$ cat src/rtl/q_seq_pkg.sv
// Shared types and default constants for the Q sequence monitor.
package q_seq_pkg;

   localparam int unsigned WIDTH_DEF    = 4;
   localparam int unsigned LOCK_CNT_DEF = 3;
   localparam int unsigned ERR_W_DEF    = 8;
   localparam int unsigned STREAK_W     = 4;

   // Tracking state: ACQ captures the first value, LOCK counts correct
   // steps, TRACK is the locked, error-reporting state.
   typedef enum logic [1:0] {
      ACQ   = 2'd0,
      LOCK  = 2'd1,
      TRACK = 2'd2
   } state_e;

endpackage

$ cat src/rtl/q_seq_monitor_sat_counter.sv
// Saturating up-counter: counts INC pulses and sticks at all-ones.
module sat_counter #(
   parameter int unsigned W = 8
) (
   input  logic         CLK,
   input  logic         RST,
   input  logic         INC,
   output logic [W-1:0] CNT
);

   logic [W-1:0] cnt_q;
   logic [W-1:0] cnt_d;

   // Next count: increment only while below the saturation value.
   always_comb begin
      cnt_d = cnt_q;
      if (INC && (cnt_q != {W{1'b1}})) begin
         cnt_d = cnt_q + W'(1'b1);
      end else begin
         cnt_d = cnt_q;
      end
   end

   // Count register with asynchronous reset.
   always_ff @(posedge CLK or posedge RST) begin
      if (RST) begin
         cnt_q <= {W{1'b0}};
      end else begin
         cnt_q <= cnt_d;
      end
   end

   assign CNT = cnt_q;

endmodule

$ cat src/rtl/q_seq_monitor.sv
// Sequence monitor for the counter stage output. Checks that each enabled
// sample is the previous one plus 1 (mod 2^WIDTH), locks after LOCK_CNT
// correct steps, and reports ERR/WRAP pulses plus a saturating error count.
// Optional: define Q_SEQ_MONITOR_WRAP_CNT_EN to add the WRAP_CNT output.
module q_seq_monitor
   import q_seq_pkg::*;
#(
   parameter int unsigned WIDTH    = WIDTH_DEF,
   parameter int unsigned LOCK_CNT = LOCK_CNT_DEF,
   parameter int unsigned ERR_W    = ERR_W_DEF
) (
   input  logic             CLK,
   input  logic             RST,
   input  logic [WIDTH-1:0] Q_IN,
   input  logic             EN,
   output logic             LOCKED,
   output logic             ERR,
   output logic             WRAP,
   output logic [ERR_W-1:0] ERR_CNT
`ifdef Q_SEQ_MONITOR_WRAP_CNT_EN
   ,
   output logic [ERR_W-1:0] WRAP_CNT
`endif
);

   localparam logic [STREAK_W-1:0] LOCK_CNT_C = STREAK_W'(LOCK_CNT);

   state_e              state_q, state_d;
   logic [WIDTH-1:0]    ref_q, ref_d;
   logic [STREAK_W-1:0] streak_q, streak_d;
   logic                locked_q, locked_d;
   logic                err_q, err_d;
   logic                wrap_q, wrap_d;

   logic [WIDTH-1:0]    exp_s;
   logic                match_s;
   logic                ref_ones_s;
   logic [STREAK_W-1:0] streak_inc_s;

   assign exp_s        = ref_q + WIDTH'(1'b1);
   assign match_s      = (Q_IN == exp_s);
   assign ref_ones_s   = (ref_q == {WIDTH{1'b1}});
   assign streak_inc_s = streak_q + STREAK_W'(1'b1);

   // Next-state and pulse decisions; with EN low everything holds and the
   // pulses drop to zero.
   always_comb begin
      state_d  = state_q;
      ref_d    = ref_q;
      streak_d = streak_q;
      err_d    = 1'b0;
      wrap_d   = 1'b0;
      if (EN) begin
         case (state_q)
            ACQ: begin
               ref_d    = Q_IN;
               streak_d = {STREAK_W{1'b0}};
               state_d  = LOCK;
            end
            LOCK: begin
               ref_d = Q_IN;
               if (match_s) begin
                  streak_d = streak_inc_s;
                  if (streak_inc_s == LOCK_CNT_C) begin
                     state_d = TRACK;
                  end else begin
                     state_d = LOCK;
                  end
               end else begin
                  streak_d = {STREAK_W{1'b0}};
                  state_d  = LOCK;
               end
            end
            TRACK: begin
               ref_d = Q_IN;
               if (match_s) begin
                  wrap_d  = ref_ones_s;
                  state_d = TRACK;
               end else begin
                  // Any non-increment, stall included, drops lock and
                  // re-anchors on the new value.
                  err_d    = 1'b1;
                  streak_d = {STREAK_W{1'b0}};
                  state_d  = LOCK;
               end
            end
            default: begin
               state_d  = ACQ;
               ref_d    = {WIDTH{1'b0}};
               streak_d = {STREAK_W{1'b0}};
            end
         endcase
      end else begin
         state_d  = state_q;
         ref_d    = ref_q;
         streak_d = streak_q;
      end
      locked_d = (state_d == TRACK);
   end

   // State, reference, streak and registered outputs.
   always_ff @(posedge CLK or posedge RST) begin
      if (RST) begin
         state_q  <= ACQ;
         ref_q    <= {WIDTH{1'b0}};
         streak_q <= {STREAK_W{1'b0}};
         locked_q <= 1'b0;
         err_q    <= 1'b0;
         wrap_q   <= 1'b0;
      end else begin
         state_q  <= state_d;
         ref_q    <= ref_d;
         streak_q <= streak_d;
         locked_q <= locked_d;
         err_q    <= err_d;
         wrap_q   <= wrap_d;
      end
   end

   assign LOCKED = locked_q;
   assign ERR    = err_q;
   assign WRAP   = wrap_q;

   // Error count advances on the same edge that raises ERR.
   sat_counter #(
      .W (ERR_W)
   ) u_err_cnt (
      .CLK (CLK),
      .RST (RST),
      .INC (err_d),
      .CNT (ERR_CNT)
   );

`ifdef Q_SEQ_MONITOR_WRAP_CNT_EN
   sat_counter #(
      .W (ERR_W)
   ) u_wrap_cnt (
      .CLK (CLK),
      .RST (RST),
      .INC (wrap_d),
      .CNT (WRAP_CNT)
   );
`else
   // Wrap pulses are reported on WRAP only; no counter is built.
`endif

endmodule
$ cat config.mk
export PLATFORM = sky130hd
export DESIGN_NAME = q_seq_monitor
export DESIGN_NICKNAME = d
export VERILOG_FILES = /design/src/rtl/q_seq_pkg.sv /design/src/rtl/q_seq_monitor_sat_counter.sv /design/src/rtl/q_seq_monitor.sv
export SDC_FILE = /design/constraint.sdc
export NUM_CORES = 1
export LEC_CHECK = 0
export CAP_MARGIN = 10
export CORE_AREA = 2 2 57 46
export CTS_BUF_LIST = sky130_fd_sc_hd__clkbuf_2 sky130_fd_sc_hd__clkbuf_4 sky130_fd_sc_hd__clkbuf_8
export CTS_CLUSTER_DIAMETER = 30
export DETAILED_ROUTE_END_ITERATION = 10
export DIE_AREA = 0 0 59 48
export PLACE_DENSITY = 0.78
export SKIP_LAST_GASP = 1
export SLEW_MARGIN = 20
export SYNTH_ARGS = -nofsm -noshare
export SYNTH_HDL_FRONTEND = slang
export SYNTH_HIERARCHICAL = 1
export SYNTH_SLANG_ARGS = --single-unit
$ cat constraint.sdc
create_clock -name CLK -period 2.64 [get_ports CLK]
set_input_delay 0.264 -clock CLK [delete_from_list [all_inputs] [get_ports CLK]]
set_output_delay 0.264 -clock CLK [all_outputs]
set_load 0.01 [all_outputs]
* Yosys cells after proc, flatten, opt, wreduce, memory -nomap -nowiden *
Cells that the tools add are included.
W data, S select, Z words.

word-level totals
  RAM bits = 0
  memories = 0
  bits of input ports = 7
  flip-flop bits (word level) = 21
  output and inout port bits = 11
  bits in latches = 0
  logic and storage cells = 37
  memory bits (read-only) = 0

cells by class
  order comparisons = 0
  mux-type cells = 15
  $mul = 0
  shift-type cells = 0
  reduce and logical (&&, ||, !) cells = 4
  bitwise logic cells = 0
  add/subtract/negate cells = 3
  div/mod/pow operators = 0
  equality and inequality tests = 8

operator list
  operator               count
  $mux W4                3
  $add A4 B1 Y4 const B  2
  $add A8 B1 Y8 const B  1
  $mux W2                4
  $ne A8 B8 Y1 const B   1
  $pmux W4 S2            1
  $mux W1                6
  $pmux W2 S3            1
  $eq A2 B2 Y1 const B   2
  $eq A4 B2 Y1 const B   1
  $eq A4 B4 Y1           1
  $eq A4 B4 Y1 const B   1
  $reduce_or A3 Y1       1
  $eq A2 B1 Y1 const B   1
  $logic_not A2 Y1       1
  $ne A2 B2 Y1 const B   1
  $reduce_and A2 Y1      1
  $logic_and A1 B1 Y1    1

* Logic depth before layout (Yosys ltp) *
Gate-level depths: netlist of run 1.

  word-level depth = 7
  depth in mapped cells = 7
  depth with buffers taken out = 7

* Hierarchy *
Netlist of run 1, hierarchy kept.

by module, submodules not included
  module         cells each  area each (um^2)  times used
  q_seq_monitor  79          775.7             1
  sat_counter    38          419.2             1

* Least setup slack after synthesis of run 1 *
No wires, ideal clock.

  path kind = register to register
  start = register ref_q[0]
  end = register u_err_cnt.cnt_q[7] (netlist: u_err_cnt/CNT[7])
  arrival = 2,099 ps
  setup time = 128 ps
  cell stages (with the launch flop) = 8
  buffers on the path = 0
  clock period less this slack = 2,226 ps
  setup slack = 414 ps
  cells stage by stage = dfrtp_1 ha_1 xor2_1 nor3_4 a21oi_1 nand3_1 nor3_1 mux2_1

on the way
  word-level cells in the longest chain between the ends = 6

ends and longest elaborated chain
  element                 line                             source
  start, declared         q_seq_monitor.sv:29              logic [WIDTH-1:0] ref_q, ref_d;
  start signal, assigned  q_seq_monitor.sv:105             ref_q <= {WIDTH{1'b0}};
  start signal, assigned  q_seq_monitor.sv:112             ref_q <= ref_d;
  $add A4 B1 Y4           q_seq_monitor.sv:40              assign exp_s = ref_q + WIDTH'(1'b1);
  $eq A4 B4 Y1            q_seq_monitor.sv:41              assign match_s = (Q_IN == exp_s);
  $mux W1                 q_seq_monitor.sv:76              if (match_s) begin
  $mux W1                 q_seq_monitor.sv:54              case (state_q)
  $mux W1                 q_seq_monitor.sv:53              if (EN) begin
  via err_d               q_seq_monitor.sv:32              logic err_q, err_d;
  $logic_and A1 B1 Y1     q_seq_monitor_sat_counter.sv:17  if (INC && (cnt_q != {W{1'b1}})) begin
  end signal, assigned    q_seq_monitor_sat_counter.sv:27  cnt_q <= {W{1'b0}};
  end signal, assigned    q_seq_monitor_sat_counter.sv:29  cnt_q <= cnt_d;
  end, declared           q_seq_monitor_sat_counter.sv:11  logic [W-1:0] cnt_q;

The timed path passes the listed nets, and every way through them passes these cells.
A chain may end at the register's enable or synchronous reset.

* Worst setup path after layout of run 1 *
Ends and elaborated chain as after synthesis.

==> impl_results.md, run 1 <==
* First-pass GRT wire length at 3.84 mm
* Crit path launch type: register
* Largest net degree at the start of global routing at 15
* Static leakage at 0.000632 uW
* Setup violators final at 0
* Worst Path Required at 2.84 ns
* Share of layout cells above drive strength 1 at 0.107
* Clock skew at 0.00796 ns
* Worst skew pair latency at 0.30 ns
* Nets@finish at 152
* Initial antenna violation count at 0
* Critical Path AT at 2.29 ns
* Post-Layout Cell Count at 165
* Hold WC Path Type: in -> async
* RSZ-0062 raised after global routing: false
* Clock Path Buffers at 2
* Share of the synthesized area in the top cell type at 0.440
* Cell row count at 15
* Wire length per cell at 14.4 um
* Synth area leaders: dfrtp_1 44%, nand3_1 4.6%, ha_1 4.2%, inv_1 2.8%, mux2_1 2.8%
* Vias post-DR at 970
* Avg Inst Size Synth at 10.2 um2
* Die area at 2830 um2
* Hold Buf Count CTS at 0
* CP max FO at 4
* Core footprint at 2210 um2
* Mapped Cells at 117
* Setup slack, reg-to-reg at 0.55 ns
* Die Y at 48 um
* Seq/Total Area, Yosys at 0.440
* Starting density of the core at 0.540
* Final HPWL DP at 1.81 mm
* CTS H-Tree Depth at 1
* Cell variety after synth at 41
* Gr ovfl total at 0
* First-pass DRT Iterations at 4
* Multi-input gate area at 628 um2
* Most frequent cells in the layout: 21 x dfrtp_1, 17 x clkdlybuf4s50_1, 11 x nand3_1, 9 x inv_1, 8 x nand2_1
* Layout area overhead at 21.3%
* Max_cap viols at 0
* Setup TNS at 0 ns
* Filler cell count at 183
* FF/Latch Area at 526 um2
* TritonCTS Buffers at 3
* Reg-to-Reg End: u_err_cnt/CNT[7]
* Synthesized net count at 128
* Dominant synthesized flop cell: dfrtp_1
* Diode count at 0
* Average vias per placed instance at 5.88
* # port buffers at 17
* Iter 0 DRT Violations at 61
* I/O pin count at 18
* GRT Total Usage at 0.189
* R2r worst-path depth at 7
* Synth async-reset ratio at 1.00
* Placer Congestion at 0.799
* Post-synth EDFFs at 0
* Clock slew at reported path FFs at 0.12 ns
* Drc violations at 0
* Power density cells at 404 nW/um2
* Post-CTS sizing at 0
* Slew @ Worst Pin at 0.518 ns
* Cell accounting for the most synthesized area: dfrtp_1
* Critical R2R Launch: ref_q[0]
* Mapped cell area at 1190 um2
* Most common cell after layout, fill and taps aside: dfrtp_1
* FMAX at 479 MHz
* Worst Setup End Kind: register
* Fin. Hold Viols at 0
* Fin crit share at 0.791
* Post-CTS setup buffers at 0
* Final WL at 2.38 mm
* Post-synthesis register bit count at 21
* VDD IR max at 0.299 mV
* Status: finished clean
* Vias in the first global route at 858
* Dpl cells at 161
* Max Slew Vio Count at 0
* Antenna Nets Post-Route at 0
* Clock sinks at 21
* Die Wd at 59 um
* Synth warn at 6
* Root buf cell: clkbuf_4
* CTS tree: yes
* Rel. slew slack at 0.655
* Final Critical Period at 2.09 ns
* Critical path class: reg -> reg
[report_power, final]
part	switching, uW	leakage [uW]	internal, uW
clock	93.9	0.0000184	69.2
sequential	8.73	0.000281	329
combinational	46.9	0.000333	37.8
total	149	0.000632	436
[worst max-delay path, stage by stage (launching register included)]
cell     delay (ns)
dfrtp_1        0.44
ha_1           0.32
xor2_1         0.26
nor3_4         0.08
a21oi_1        0.20
nand3_1        0.17
nor3_1         0.19
mux2_1         0.34
[layer usage]
metal,global-route usage,wire length [um],vias up
met2,0.291,1110,33
met3,0.0486,112,2
met1,0.255,1130,456
met5,0,0,-
met4,0.0818,27,0
li1,-,-,479
[per-stage QoR]
stage	worst slack, ns	util	hold slack, ns	power, uW	cell area (um2)
2_1_floorplan	0.414	-	0.0797	402	1190
3_3_place_gp	0.487	0.641	0.502	427	1420
3_5_place_dp	0.448	0.641	0.514	430	1420
4_1_cts	0.538	0.654	0.225	598	1450
5_1_grt	0.443	0.654	0.244	617	1450
6_report	0.551	0.654	0.227	586	1450
[state kept, by name, indices dropped and copies added, names as in the netlist]
name,cells
ref_q,4
u_err_cnt/CNT,8
WRAP,1
LOCKED,1
streak_q,4
state_q,2
ERR,1
[cells by family (layout without fill, tap and decap cells)]
kind of cell,Yosys count,count (layout),share of synthesized area
fa+ha+maj,4,4,0.0419
simple gates,41,41,0.208
xor+xnor,6,6,0.0639
mux,4,4,0.0377
flops,21,21,0.440
buf+inv,11,34,0.0346
compound gates,30,30,0.174
[final cells by class]
type,count,share of cell area
Sequential cell,21,0.363
Multi-Input combinational cell,85,0.434
Timing Repair Buffer,21,0.138
Clock buffer,4,0.0207
Inverter,9,0.0233
Tap cell,25,0.0216
[worst max-delay path by stage]
stage	startpoint	end	cells after the start
2_1_floorplan	ref_q[0]	u_err_cnt/CNT[7]	7
3_3_place_gp	Q_IN[2]	u_err_cnt/CNT[7]	7
3_5_place_dp	Q_IN[2]	u_err_cnt/CNT[4]	7
4_1_cts	ref_q[0]	u_err_cnt/CNT[7]	7
5_1_grt	ref_q[0]	u_err_cnt/CNT[7]	7
6_report	ref_q[0]	u_err_cnt/CNT[7]	7
[synth_stat cells, types with 2 or more instances]
library cell,number
dfrtp_1,21
nand3_1,11
inv_1,9
nand2_1,8
nor3_1,6
o21ai_0,6
ha_1,4
a21oi_1,3
a31oi_1,3
mux2_1,3
nand4_1,3
xnor2_1,3
clkbuf_1,2
nand2b_1,2
nand3b_1,2
nor2_1,2
o21bai_1,2
o2bb2ai_1,2
o31a_1,2
o31ai_1,2
Note: power is estimated with default switching activity, not from simulation.
==> run 2, diff against run 1 <==
--- a/config.mk
+++ b/config.mk
@@ -6,12 +6,12 @@
 export NUM_CORES = 1
 export LEC_CHECK = 0
 export CAP_MARGIN = 10
-export CORE_AREA = 2 2 57 46
+export CORE_AREA = 2 2 60 48
 export CTS_BUF_LIST = sky130_fd_sc_hd__clkbuf_2 sky130_fd_sc_hd__clkbuf_4 sky130_fd_sc_hd__clkbuf_8
 export CTS_CLUSTER_DIAMETER = 30
 export DETAILED_ROUTE_END_ITERATION = 10
-export DIE_AREA = 0 0 59 48
-export PLACE_DENSITY = 0.78
+export DIE_AREA = 0 0 62 50
+export PLACE_DENSITY = 0.75
 export SKIP_LAST_GASP = 1
 export SLEW_MARGIN = 20
 export SYNTH_ARGS = -nofsm -noshare
==> constraint.sdc (replaced) <==
create_clock -name CLK -period 1.8 [get_ports CLK]
set_input_delay 0.18 -clock CLK [delete_from_list [all_inputs] [get_ports CLK]]
set_output_delay 0.18 -clock CLK [all_outputs]
set_load 0.01 [all_outputs]
==> impl_results.md, run 2 (synthesized netlist as in run 1, its figures left out) <==
* Clock sinks at 21
* Worst Setup End Kind: register
* Worst Path Required at 2.02 ns
* CTS H-Tree Depth at 1
* Setup TNS at -0.317 ns
* Max Slew Vio Count at 0
* Share of layout cells above drive strength 1 at 0.286
* Hold WC Path Type: in -> async
* TritonCTS Buffers at 3
* Static leakage at 0.000717 uW
* Vias post-DR at 1061
* Final Critical Period at 1.88 ns
* Final HPWL DP at 2.06 mm
* WHS at 0.144 ns
* Setup violators final at 7
* Filler cell count at 194
* CP max FO at 4
* Root buf cell: clkbuf_4
* First-pass GRT wire length at 4.82 mm
* Failing checks: setup timing
* Initial antenna violation count at 0
* Clock slew at reported path FFs at 0.12 ns
* Iter 0 DRT Violations at 42
* Fin. Hold Viols at 0
* Average vias per placed instance at 5.58
* Status: finished, violations left
* Starting density of the core at 0.478
* Most frequent cells in the layout: 21 x dfrtp_1, 17 x clkdlybuf4s50_1, 14 x buf_4, 10 x nand3_1, 9 x inv_1
* Slew @ Worst Pin at 0.616 ns
* Die area at 3100 um2
* Rel. slew slack at 0.585
* Fin worst setup slack at -0.0828 ns
* Final core occ at 0.686
* Max reg flops at 8
* Most common cell after layout, fill and taps aside: dfrtp_1
* CTS tree: yes
* Hold Buf Count CTS at 0
* Clock Path Buffers at 2
* Drc violations at 0
* Nets@finish at 166
* Die Y at 50 um
* Worst skew pair latency at 0.32 ns
* First-pass DRT Iterations at 4
* Power density cells at 545 nW/um2
* Crit path launch type: register
* Max_cap viols at 0
* Layout area overhead at 43.7%
* Wire length per cell at 15.4 um
* Fin crit share at 1.05
* Die Wd at 62 um
* Critical Path AT at 2.10 ns
* Diode count at 0
* Antenna Nets Post-Route at 0
* Cell row count at 16
* Gr ovfl total at 0
* Clock skew at 0.00131 ns
* Placer Congestion at 0.868
* VDD IR max at 0.367 mV
* FMAX at 531 MHz
* Critical path class: reg -> reg
* GRT Total Usage at 0.210
* Core footprint at 2500 um2
* # port buffers at 17
* RSZ-0062 raised after global routing: true
* I/O pin count at 18
* FF/Latch Area at 526 um2
* Vias in the first global route at 1051
* Largest net degree at the start of global routing at 15
* Multi-input gate area at 764 um2
* Final WL at 2.92 mm
[run 2: through the flow]
step                      std cells  instance area (um2)  total power, uW  setup slack (ns)
final                           190                 1720              935           -0.0828
after global routing            190                 1720              985            -0.144
after CTS                       188                 1600              918           -0.0737
after detailed placement        182                 1550              669            -0.293
after global placement          182                 1550              661            -0.228
after floorplan                 117                 1240              602           -0.0610
[run 2: area by class of cell]
class	count	area share
repair buffers	35	0.187
clock inverters	1	0.00292
multi-input cells	85	0.445
clock buffers	3	0.0131
inverters	9	0.0197
well taps	36	0.0262
flip-flops and latches	21	0.306
[run 2: critical path, cell delays in order, from the launching register on]
cell and delay [ns]:
dfrtp_1 0.45, ha_4 0.18, xor3_2 0.24, nor3_4 0.24, a21oi_4 0.10, buf_6 0.13, nand4_1 0.10, mux2_2 0.34
[run 2: timing repair]
action,CTS,global route
gates resized for setup,1,17
pin swaps,2,8
setup endpoints to repair,2,13
setup buffers,2,2
[run 2: metal layers]
metal / vias up / track usage / routed length, um
met3: 7 / 0.0499 / 172
met5: - / 0 / 0
met4: 0 / 0.0426 / 42
met1: 504 / 0.294 / 1240
met2: 36 / 0.328 / 1460
li1: 514 / - / -
[run 2: worst paths after layout]
| path | endpoint | slack, ns | from | depth (start not counted) |
|---|---|---|---|---|
| worst max-delay path | u_err_cnt/CNT[4] | -0.08 | ref_q[0] | 7 |
| worst min-delay path | u_err_cnt/CNT[7] | 0.14 | RST | 2 |
| worst max register to register | u_err_cnt/CNT[4] | -0.08 | ref_q[0] | 7 |
| worst min register to register | u_err_cnt/CNT[6] | 0.54 | u_err_cnt/CNT[6] | 1 |
| max in group asynchronous | LOCKED | 1.23 | RST | 2 |
| min in group CLK | ref_q[2] | 0.46 | Q_IN[2] | 3 |
[run 2: where the power goes]
part	internal, uW	total (uW)	leakage (uW)	switching, uW
registers	483	496	0.000281	13.6
logic	95.8	198	0.000418	103
clock network	83.3	241	0.0000177	157
total	662	935	0.000717	274
